## config.mk

```make
export PLATFORM = sky130hd
export DESIGN_NAME = opb_register_bank
export DESIGN_NICKNAME = d
export VERILOG_FILES = /design/src/rtl/opb_reg_pkg.sv /design/src/rtl/opb_slave_handshake.sv /design/src/rtl/opb_register_bank.sv
export SDC_FILE = /design/constraint.sdc
export NUM_CORES = 1
export LEC_CHECK = 0
export BUFFER_PORTS_ARGS = -buffer_cell sky130_fd_sc_hd__clkbuf_2
export CAP_MARGIN = 20
export CORE_UTILIZATION = 58
export DETAILED_ROUTE_END_ITERATION = 12
export GPL_TIMING_DRIVEN = 0
export PLACE_DENSITY = 0.88
export SETUP_SLACK_MARGIN = 0.4
export SYNTH_ARGS = -nofsm -noshare
export SYNTH_HDL_FRONTEND = slang
export SYNTH_HIERARCHICAL = 1
export SYNTH_SLANG_ARGS = --single-unit
```

## constraint.sdc

```tcl
create_clock -name OPB_Clk -period 7.5 [get_ports OPB_Clk]
set_clock_uncertainty 0.1 [all_clocks]
set_input_delay 0.375 -clock OPB_Clk [delete_from_list [all_inputs] [get_ports OPB_Clk]]
set_output_delay 0.375 -clock OPB_Clk [all_outputs]
set_load 0.05 [all_outputs]
```

## src/rtl/opb_reg_pkg.sv

```systemverilog
// Shared types and helpers for the OPB register bank.
//   opb_state_e : bus handshake state (IDLE -> ACK -> TURN)
//   lane_mask   : expands a byte-enable vector into a 32-bit write mask
//   be_merge    : byte-enable merge of new write data into an old word
// Byte-enable vectors here use register bit order: be[k] covers bits [8k+7:8k],
// so OPB_BE[0] (big-endian lane 0) lands on be[3].
package opb_reg_pkg;

   localparam int unsigned OPB_DW         = 32;
   localparam int unsigned BYTES_PER_WORD = 4;

   typedef enum logic [1:0] {
      ST_IDLE = 2'd0,
      ST_ACK  = 2'd1,
      ST_TURN = 2'd2
   } opb_state_e;

   // One byte-enable bit per 8-bit lane of the register word.
   function automatic logic [OPB_DW-1:0] lane_mask(input logic [BYTES_PER_WORD-1:0] be);
      logic [OPB_DW-1:0] mask;
      mask = '0;
      for (int unsigned k = 0; k < BYTES_PER_WORD; k++) begin
         mask[8*k +: 8] = {8{be[k]}};
      end
      return mask;
   endfunction

   // Enabled lanes take the new data, the rest keep the old word.
   function automatic logic [OPB_DW-1:0] be_merge(input logic [OPB_DW-1:0]         old_word,
                                                  input logic [OPB_DW-1:0]         new_word,
                                                  input logic [BYTES_PER_WORD-1:0] be);
      logic [OPB_DW-1:0] mask;
      mask = lane_mask(be);
      return (old_word & ~mask) | (new_word & mask);
   endfunction

endpackage

```

## src/rtl/opb_slave_handshake.sv

```systemverilog
// OPB slave handshake: address-window decode, IDLE/ACK/TURN sequencing and
// capture of the transaction attributes.
// Ports:
//   i_clk, i_rst      clock, synchronous active-high reset
//   i_select, i_rnw   OPB select and read/not-write
//   i_addr            byte address (register bit order, MSB = OPB_ABus[0])
//   i_be, i_wdata     byte enables / write data in register bit order
//   o_rd_en_c         read captured on this edge (sample read data now)
//   o_cap_idx_c       word index of the address currently on the bus
//   o_ack             transfer acknowledge, high for the ACK cycle only
//   o_wr_en           ACK cycle of a write to a control register
//   o_idx, o_be, o_wdata  latched word index, byte enables, write data
module opb_slave_handshake
   import opb_reg_pkg::*;
#(
   parameter int unsigned AW       = 32,
   parameter logic [31:0] BASEADDR = 32'h01001100,
   parameter logic [31:0] HIGHADDR = 32'h010011FF,
   parameter int unsigned NUM_CTRL = 4,
   parameter int unsigned IDX_W    = AW - 2
) (
   input  logic                      i_clk,
   input  logic                      i_rst,
   input  logic                      i_select,
   input  logic                      i_rnw,
   input  logic [AW-1:0]             i_addr,
   input  logic [BYTES_PER_WORD-1:0] i_be,
   input  logic [OPB_DW-1:0]         i_wdata,
   output logic                      o_rd_en_c,
   output logic [IDX_W-1:0]          o_cap_idx_c,
   output logic                      o_ack,
   output logic                      o_wr_en,
   output logic [IDX_W-1:0]          o_idx,
   output logic [BYTES_PER_WORD-1:0] o_be,
   output logic [OPB_DW-1:0]         o_wdata
);

   opb_state_e                r_state;
   opb_state_e                w_state_nxt;
   logic                      w_capture;
   logic                      w_hit;
   logic [AW-1:0]             w_base;
   logic [AW-1:0]             w_high;
   logic [AW-1:0]             w_offset;
   logic [1:0]                w_unused_lsb;
   logic                      r_ack;
   logic                      r_wr_en;
   logic [IDX_W-1:0]          r_idx;
   logic [BYTES_PER_WORD-1:0] r_be;
   logic [OPB_DW-1:0]         r_wdata;

   // Window decode; the byte offset within a word is ignored.
   assign w_base       = AW'(BASEADDR);
   assign w_high       = AW'(HIGHADDR);
   assign w_offset     = i_addr - w_base;
   assign w_hit        = i_select && (i_addr >= w_base) && (i_addr <= w_high);
   assign o_cap_idx_c  = w_offset[AW-1:2];
   assign w_unused_lsb = w_offset[1:0];

   // State register.
   always_ff @(posedge i_clk) begin
      if (i_rst) begin
         r_state <= ST_IDLE;
      end else begin
         r_state <= w_state_nxt;
      end
   end

   // Next state; hits are only looked at in IDLE so a held select cannot retrigger.
   always_comb begin
      w_state_nxt = r_state;
      w_capture   = 1'b0;
      case (r_state)
         ST_IDLE: begin
            if (w_hit) begin
               w_capture   = 1'b1;
               w_state_nxt = ST_ACK;
            end
         end
         ST_ACK:  w_state_nxt = ST_TURN;
         ST_TURN: w_state_nxt = ST_IDLE;
         default: w_state_nxt = ST_IDLE;
      endcase
   end

   assign o_rd_en_c = w_capture && i_rnw;

   // Transaction capture; ack and write enable are valid for the ACK cycle only.
   always_ff @(posedge i_clk) begin
      if (i_rst) begin
         r_ack   <= 1'b0;
         r_wr_en <= 1'b0;
         r_idx   <= '0;
         r_be    <= '0;
         r_wdata <= '0;
      end else begin
         r_ack   <= w_capture;
         r_wr_en <= w_capture && !i_rnw && (o_cap_idx_c < IDX_W'(NUM_CTRL));
         if (w_capture) begin
            r_idx   <= o_cap_idx_c;
            r_be    <= i_be;
            r_wdata <= i_wdata;
         end
      end
   end

   assign o_ack   = r_ack;
   assign o_wr_en = r_wr_en;
   assign o_idx   = r_idx;
   assign o_be    = r_be;
   assign o_wdata = r_wdata;

endmodule

```

## src/rtl/opb_register_bank.sv

```systemverilog
// OPB slave register bank: NUM_CTRL writable control words followed by
// NUM_STAT read-only status words in one address window.
// Ports:
//   OPB_Clk, OPB_Rst     clock, synchronous active-high reset
//   OPB_ABus/BE/DBus     address, byte enables, write data (big-endian bit order)
//   OPB_RNW, OPB_select  read/not-write, transaction valid
//   OPB_seqAddr          unused
//   Sl_DBus              read data, zero outside the ack cycle
//   Sl_xferAck           one-cycle acknowledge
//   Sl_errAck/retry/toutSup  tied low
//   user_data_out        control word i on [32i+31:32i]
//   user_wr_stb          one-cycle pulse per written control word
//   user_data_in         status word j on [32j+31:32j]
module opb_register_bank
   import opb_reg_pkg::*;
#(
   parameter logic [31:0] C_BASEADDR   = 32'h01001100,
   parameter logic [31:0] C_HIGHADDR   = 32'h010011FF,
   parameter int unsigned C_OPB_AWIDTH = 32,
   parameter int unsigned C_OPB_DWIDTH = 32,
   parameter int unsigned NUM_CTRL     = 4,
   parameter int unsigned NUM_STAT     = 2,
   parameter logic [31:0] CTRL_RESET   = 32'h00000000
) (
   input  logic                         OPB_Clk,
   input  logic                         OPB_Rst,
   input  logic [0:C_OPB_AWIDTH-1]      OPB_ABus,
   input  logic [0:BYTES_PER_WORD-1]    OPB_BE,
   input  logic [0:OPB_DW-1]            OPB_DBus,
   input  logic                         OPB_RNW,
   input  logic                         OPB_select,
   input  logic                         OPB_seqAddr,
   output logic [0:OPB_DW-1]            Sl_DBus,
   output logic                         Sl_xferAck,
   output logic                         Sl_errAck,
   output logic                         Sl_retry,
   output logic                         Sl_toutSup,
   output logic [NUM_CTRL*OPB_DW-1:0]   user_data_out,
   output logic [NUM_CTRL-1:0]          user_wr_stb,
   input  logic [NUM_STAT*OPB_DW-1:0]   user_data_in
);

   localparam int unsigned IDX_W = C_OPB_AWIDTH - 2;

   logic [C_OPB_AWIDTH-1:0]   w_addr;
   logic [BYTES_PER_WORD-1:0] w_be;
   logic [OPB_DW-1:0]         w_wdata;
   logic                      w_unused_seq;
   logic                      w_rd_en_c;
   logic [IDX_W-1:0]          w_cap_idx_c;
   logic                      w_ack;
   logic                      w_wr_en;
   logic [IDX_W-1:0]          w_idx;
   logic [BYTES_PER_WORD-1:0] w_be_q;
   logic [OPB_DW-1:0]         w_wdata_q;
   logic [OPB_DW-1:0]         w_rd_mux;

   logic [OPB_DW-1:0]         r_ctrl [NUM_CTRL];
   logic [NUM_CTRL-1:0]       r_wr_stb;
   logic [OPB_DW-1:0]         r_rd_data;

   // Big-endian OPB vectors map MSB-to-MSB onto register bit order.
   assign w_addr       = OPB_ABus;
   assign w_be         = OPB_BE;
   assign w_wdata      = OPB_DBus;
   assign w_unused_seq = OPB_seqAddr;

   opb_slave_handshake #(
      .AW       (C_OPB_AWIDTH),
      .BASEADDR (C_BASEADDR),
      .HIGHADDR (C_HIGHADDR),
      .NUM_CTRL (NUM_CTRL),
      .IDX_W    (IDX_W)
   ) u_handshake (
      .i_clk       (OPB_Clk),
      .i_rst       (OPB_Rst),
      .i_select    (OPB_select),
      .i_rnw       (OPB_RNW),
      .i_addr      (w_addr),
      .i_be        (w_be),
      .i_wdata     (w_wdata),
      .o_rd_en_c   (w_rd_en_c),
      .o_cap_idx_c (w_cap_idx_c),
      .o_ack       (w_ack),
      .o_wr_en     (w_wr_en),
      .o_idx       (w_idx),
      .o_be        (w_be_q),
      .o_wdata     (w_wdata_q)
   );

   // Read mux over control words, then status words; unmapped indices read 0.
   always_comb begin
      w_rd_mux = '0;
      for (int unsigned i = 0; i < NUM_CTRL; i++) begin
         if (w_cap_idx_c == IDX_W'(i)) begin
            w_rd_mux = r_ctrl[i];
         end
      end
      for (int unsigned j = 0; j < NUM_STAT; j++) begin
         if (w_cap_idx_c == IDX_W'(NUM_CTRL + j)) begin
            w_rd_mux = user_data_in[OPB_DW*j +: OPB_DW];
         end
      end
   end

   // Control registers, write strobes and read-data register.
   // Read data is loaded on the capture edge so it is on the bus only during ACK.
   always_ff @(posedge OPB_Clk) begin
      if (OPB_Rst) begin
         for (int unsigned i = 0; i < NUM_CTRL; i++) begin
            r_ctrl[i] <= CTRL_RESET;
         end
         r_wr_stb  <= '0;
         r_rd_data <= '0;
      end else begin
         r_wr_stb  <= '0;
         r_rd_data <= w_rd_en_c ? w_rd_mux : '0;
         for (int unsigned i = 0; i < NUM_CTRL; i++) begin
            if (w_wr_en && (w_idx == IDX_W'(i))) begin
               r_ctrl[i]   <= be_merge(r_ctrl[i], w_wdata_q, w_be_q);
               r_wr_stb[i] <= 1'b1;
            end
         end
      end
   end

   for (genvar g = 0; g < NUM_CTRL; g++) begin : g_out
      assign user_data_out[OPB_DW*g +: OPB_DW] = r_ctrl[g];
   end

   assign Sl_DBus     = r_rd_data;
   assign Sl_xferAck  = w_ack;
   assign Sl_errAck   = 1'b0;
   assign Sl_retry    = 1'b0;
   assign Sl_toutSup  = 1'b0;
   assign user_wr_stb = r_wr_stb;

endmodule

```

==> impl_metrics.ini <==
[synth]
syn_area_um2 = 11600
synth-seq-cells = 234
syn_inst = 1131
synth.distinct_cells = 66
yosysMostFrequentCell = a21oi_1
yosys_warnings = 6
async_flop_share = 0
synth-edff-count = 128
ys_seq_area_frac = 0.513
yosys.area.top_type = edfxtp_1
ys.flop_type = edfxtp_1
synth.avg_cell_area_um2 = 10.3
synthTopCellsByCount = 181 x a21oi_1, 154 x nand2_1, 133 x nand2b_1, 128 x edfxtp_1, 106 x dfxtp_1
yosys-top-cells-area = edfxtp_1 33%, dfxtp_1 18%, a21oi_1 7.8%, nand2b_1 7.2%, nand2_1 5.0%
synth_top_area_share = 0.331

[route]
vias = 11000
ant_nets = 0
drc = 0
firstDrtPassIters = 6
vias_per_cell = 6.20
wl_per_cell_um = 22.3
drt-initial-drc-count = 1411
wl_um = 39400

[grt]
grt_pass1_wl_um = 57800
grtUsageTotal = 0.378
grt_pass1_vias = 10200
grt_max_degree = 20
grt-ovfl-total = 0
antenna_found_initial = 0

[finish]
multiInputGateArea_um2 = 5250
final_nets = 1623
drive_above_1_share = 0.298
syn2layout_area_growth_pct = 26.0
nFillCells = 1352
diodes = 0
final-seq-area_um2 = 5970

[timing]
rsz0062_at_grt = false
final_max_slew_viol_count = 0
holdWs_ns = 0.00420
fmax_ghz = 0.204
hold_violations = 0
layout_min_cycle_time_ns = 4.90
worst_slew_pin_slew_ns = 1.13
timing.final.crit_share = 0.654
slew_headroom = 0.239
tns_ns = 0
setup-violations-final = 0

[clock_tree]
clk_path_buf_depth = 3
post_cts_resized = 0
cts.clk_slew.worst_paths_ns = 0.06
cts_buffers = 24
clock_latency_ns = 0.53
numClockSinks = 234
cts_root_buf = clkbuf_16
cts_tree = built
h-tree-depth = 1

[floorplan]
pin_count = 305
die_area_um2 = 20600
start_util = 0.595
row_count = 51
die_width_um = 144
die_y_um = 144
core_area_um2 = 19500

[critical_path]
cp.required_ns = 7.82
critPathArrivalTime_ns = 5.23
cp_max_fo = 10
criticalPathCategory = primary input to flop
crit_path_end_kind = flop
reg2reg_slack_ns = 3.32
critPathLaunchType = primary input
r2r-start = u_handshake/r_state[1]
rr_endpoint = Sl_DBus[0]
r2r_cells = 10

[power]
swShare = 0.256
pwr-share-clk = 0.416
p_seq_frac = 0.471
max-vdd-ir-drop_v = 0.000162
powerDensity_nw_per_um2 = 202
pwr-share-comb = 0.113
p_total_mw = 2.96
p_switching_mw = 0.757
p_leak_nw = 5.77
p_int_mw = 2.20

[worst_hold_path]
hp-start = OPB_DBus[27]
hold_end = u_handshake/o_wdata[4]
hold_class = primary input to flop
min_path_cells = 3

[placement]
gp_congestion = 0.902
dp.final_hpwl_um = 27700
portBuffers = 299

[flow_run]
drv_cap = 0

[outcome]
outcome = finished, final reports clean
worst max-delay path, stage by stage:
cell and delay (ns):
clkbuf_2 0.22, inv_1 0.14, ha_1 0.24, or3b_1 0.27
and2_1 0.15, clkbuf_1 0.29, nor3_1 0.18, a221oi_2 0.53
buf_2 0.39, and2_1 0.20, or4b_1 0.51, nor3_2 0.83
buf_2 0.49, nand2_1 0.19, a21oi_1 0.21
state kept, by name (all words and copies together), names as in the netlist:
name and flops:
u_handshake/o_ack 1, u_handshake/o_idx 30, u_handshake/r_state 2, u_handshake/o_be 4
r_ctrl 128, user_wr_stb 4, u_handshake/o_wdata 32, Sl_DBus 32
u_handshake/o_wr_en 1
metal layers:
metal  wire length, µm  global-route usage  part of all wire  up-vias
met1             13800               0.463              0.35     5112
met3              4780              0.0840              0.12      186
met4              2500               0.223             0.064        0
li1                  -                   -                 -     4766
met5                 0                   0                 0        -
met2             18300               0.614              0.46      889
stage by stage:
| step | worst slack, ns | instances | area, µm² | util |
|---|---|---|---|---|
| finish | 2.60 | 1766 | 14600 | 0.749 |
| global route | 2.41 | 1766 | 14600 | 0.749 |
| CTS | 2.79 | 1766 | 14600 | 0.749 |
| detailed placement | 2.26 | 1703 | 13600 | 0.697 |
| global placement | 1.22 | 1697 | 13500 | 0.689 |
| floorplan | 3.17 | 1133 | 11600 | - |
power by group through the flow:
stage | clock network, mW | logic, mW | registers (mW)
2_1_floorplan | 0 | 0.118 | 1.50
3_3_place_gp | 0 | 0.304 | 1.42
3_5_place_dp | 0 | 0.318 | 1.42
4_1_cts | 1.23 | 0.328 | 1.39
5_1_grt | 1.28 | 0.349 | 1.40
6_report | 1.23 | 0.334 | 1.39
cell families (layout without fill, tap and decap cells):
kind of cell               after synthesis  count (layout)  share of synthesized area
muxes                                   64              64                     0.0744
DFF                                    234             234                      0.513
buffers and inverters                   96             464                     0.0392
xor gates and xnor gates                18              18                     0.0136
and+or+nand+nor                        430             430                      0.195
adders and majority gates                3               3                    0.00323
other                                    1               3                   0.000323
AOI/OAI and AO/OA                      285             285                      0.161
final cells by class:
type,instances,share of cell area
Buffer,84,0.0280
Timing Repair Buffer,324,0.123
Clock inverter,10,0.00855
Sequential cell,234,0.408
Inverter,12,0.00308
Multi-Input combinational cell,803,0.359
Tap cell,265,0.0227
Clock buffer,34,0.0478
repair_timing:
| action | in CTS | in global routing |
|---|---|---|
| setup buffers | 0 | 0 |
| endpoints found under the hold margin | 19 | 0 |
| endpoints found under the setup margin | 0 | 0 |
| hold buffers | 19 | 0 |
cell usage in the layout, fill, tap and decap left out, drive strengths merged, types with 18 or more instances in the layout:
master       synthesis  layout
a21oi              181     181
buf                 44      50
clkbuf              40     373
dfxtp              106     106
dlygate4sd3          0      19
edfxtp             128     128
mux2i               38      38
nand2              154     154
nand2b             133     133
nor2                57      57
nor4                18      18
o21a                22      22
o21ai               23      23
worst max-delay path by stage:
| stage | startpoint | to | slack [ns] | cells after the start |
|---|---|---|---|---|
| global placement | u_handshake/o_idx[17] | r_ctrl[0][19] | 1.22 | 4 |
| detailed placement | OPB_ABus[23] | Sl_DBus[0] | 2.26 | 15 |
| finish | OPB_ABus[23] | Sl_DBus[0] | 2.60 | 15 |
| floorplan | u_handshake/o_idx[17] | r_ctrl[0][0] | 3.17 | 4 |
| global route | OPB_ABus[23] | Sl_DBus[0] | 2.41 | 15 |
| CTS | OPB_ABus[23] | Sl_DBus[0] | 2.79 | 15 |
Note: power is estimated with default switching activity, not from simulation.
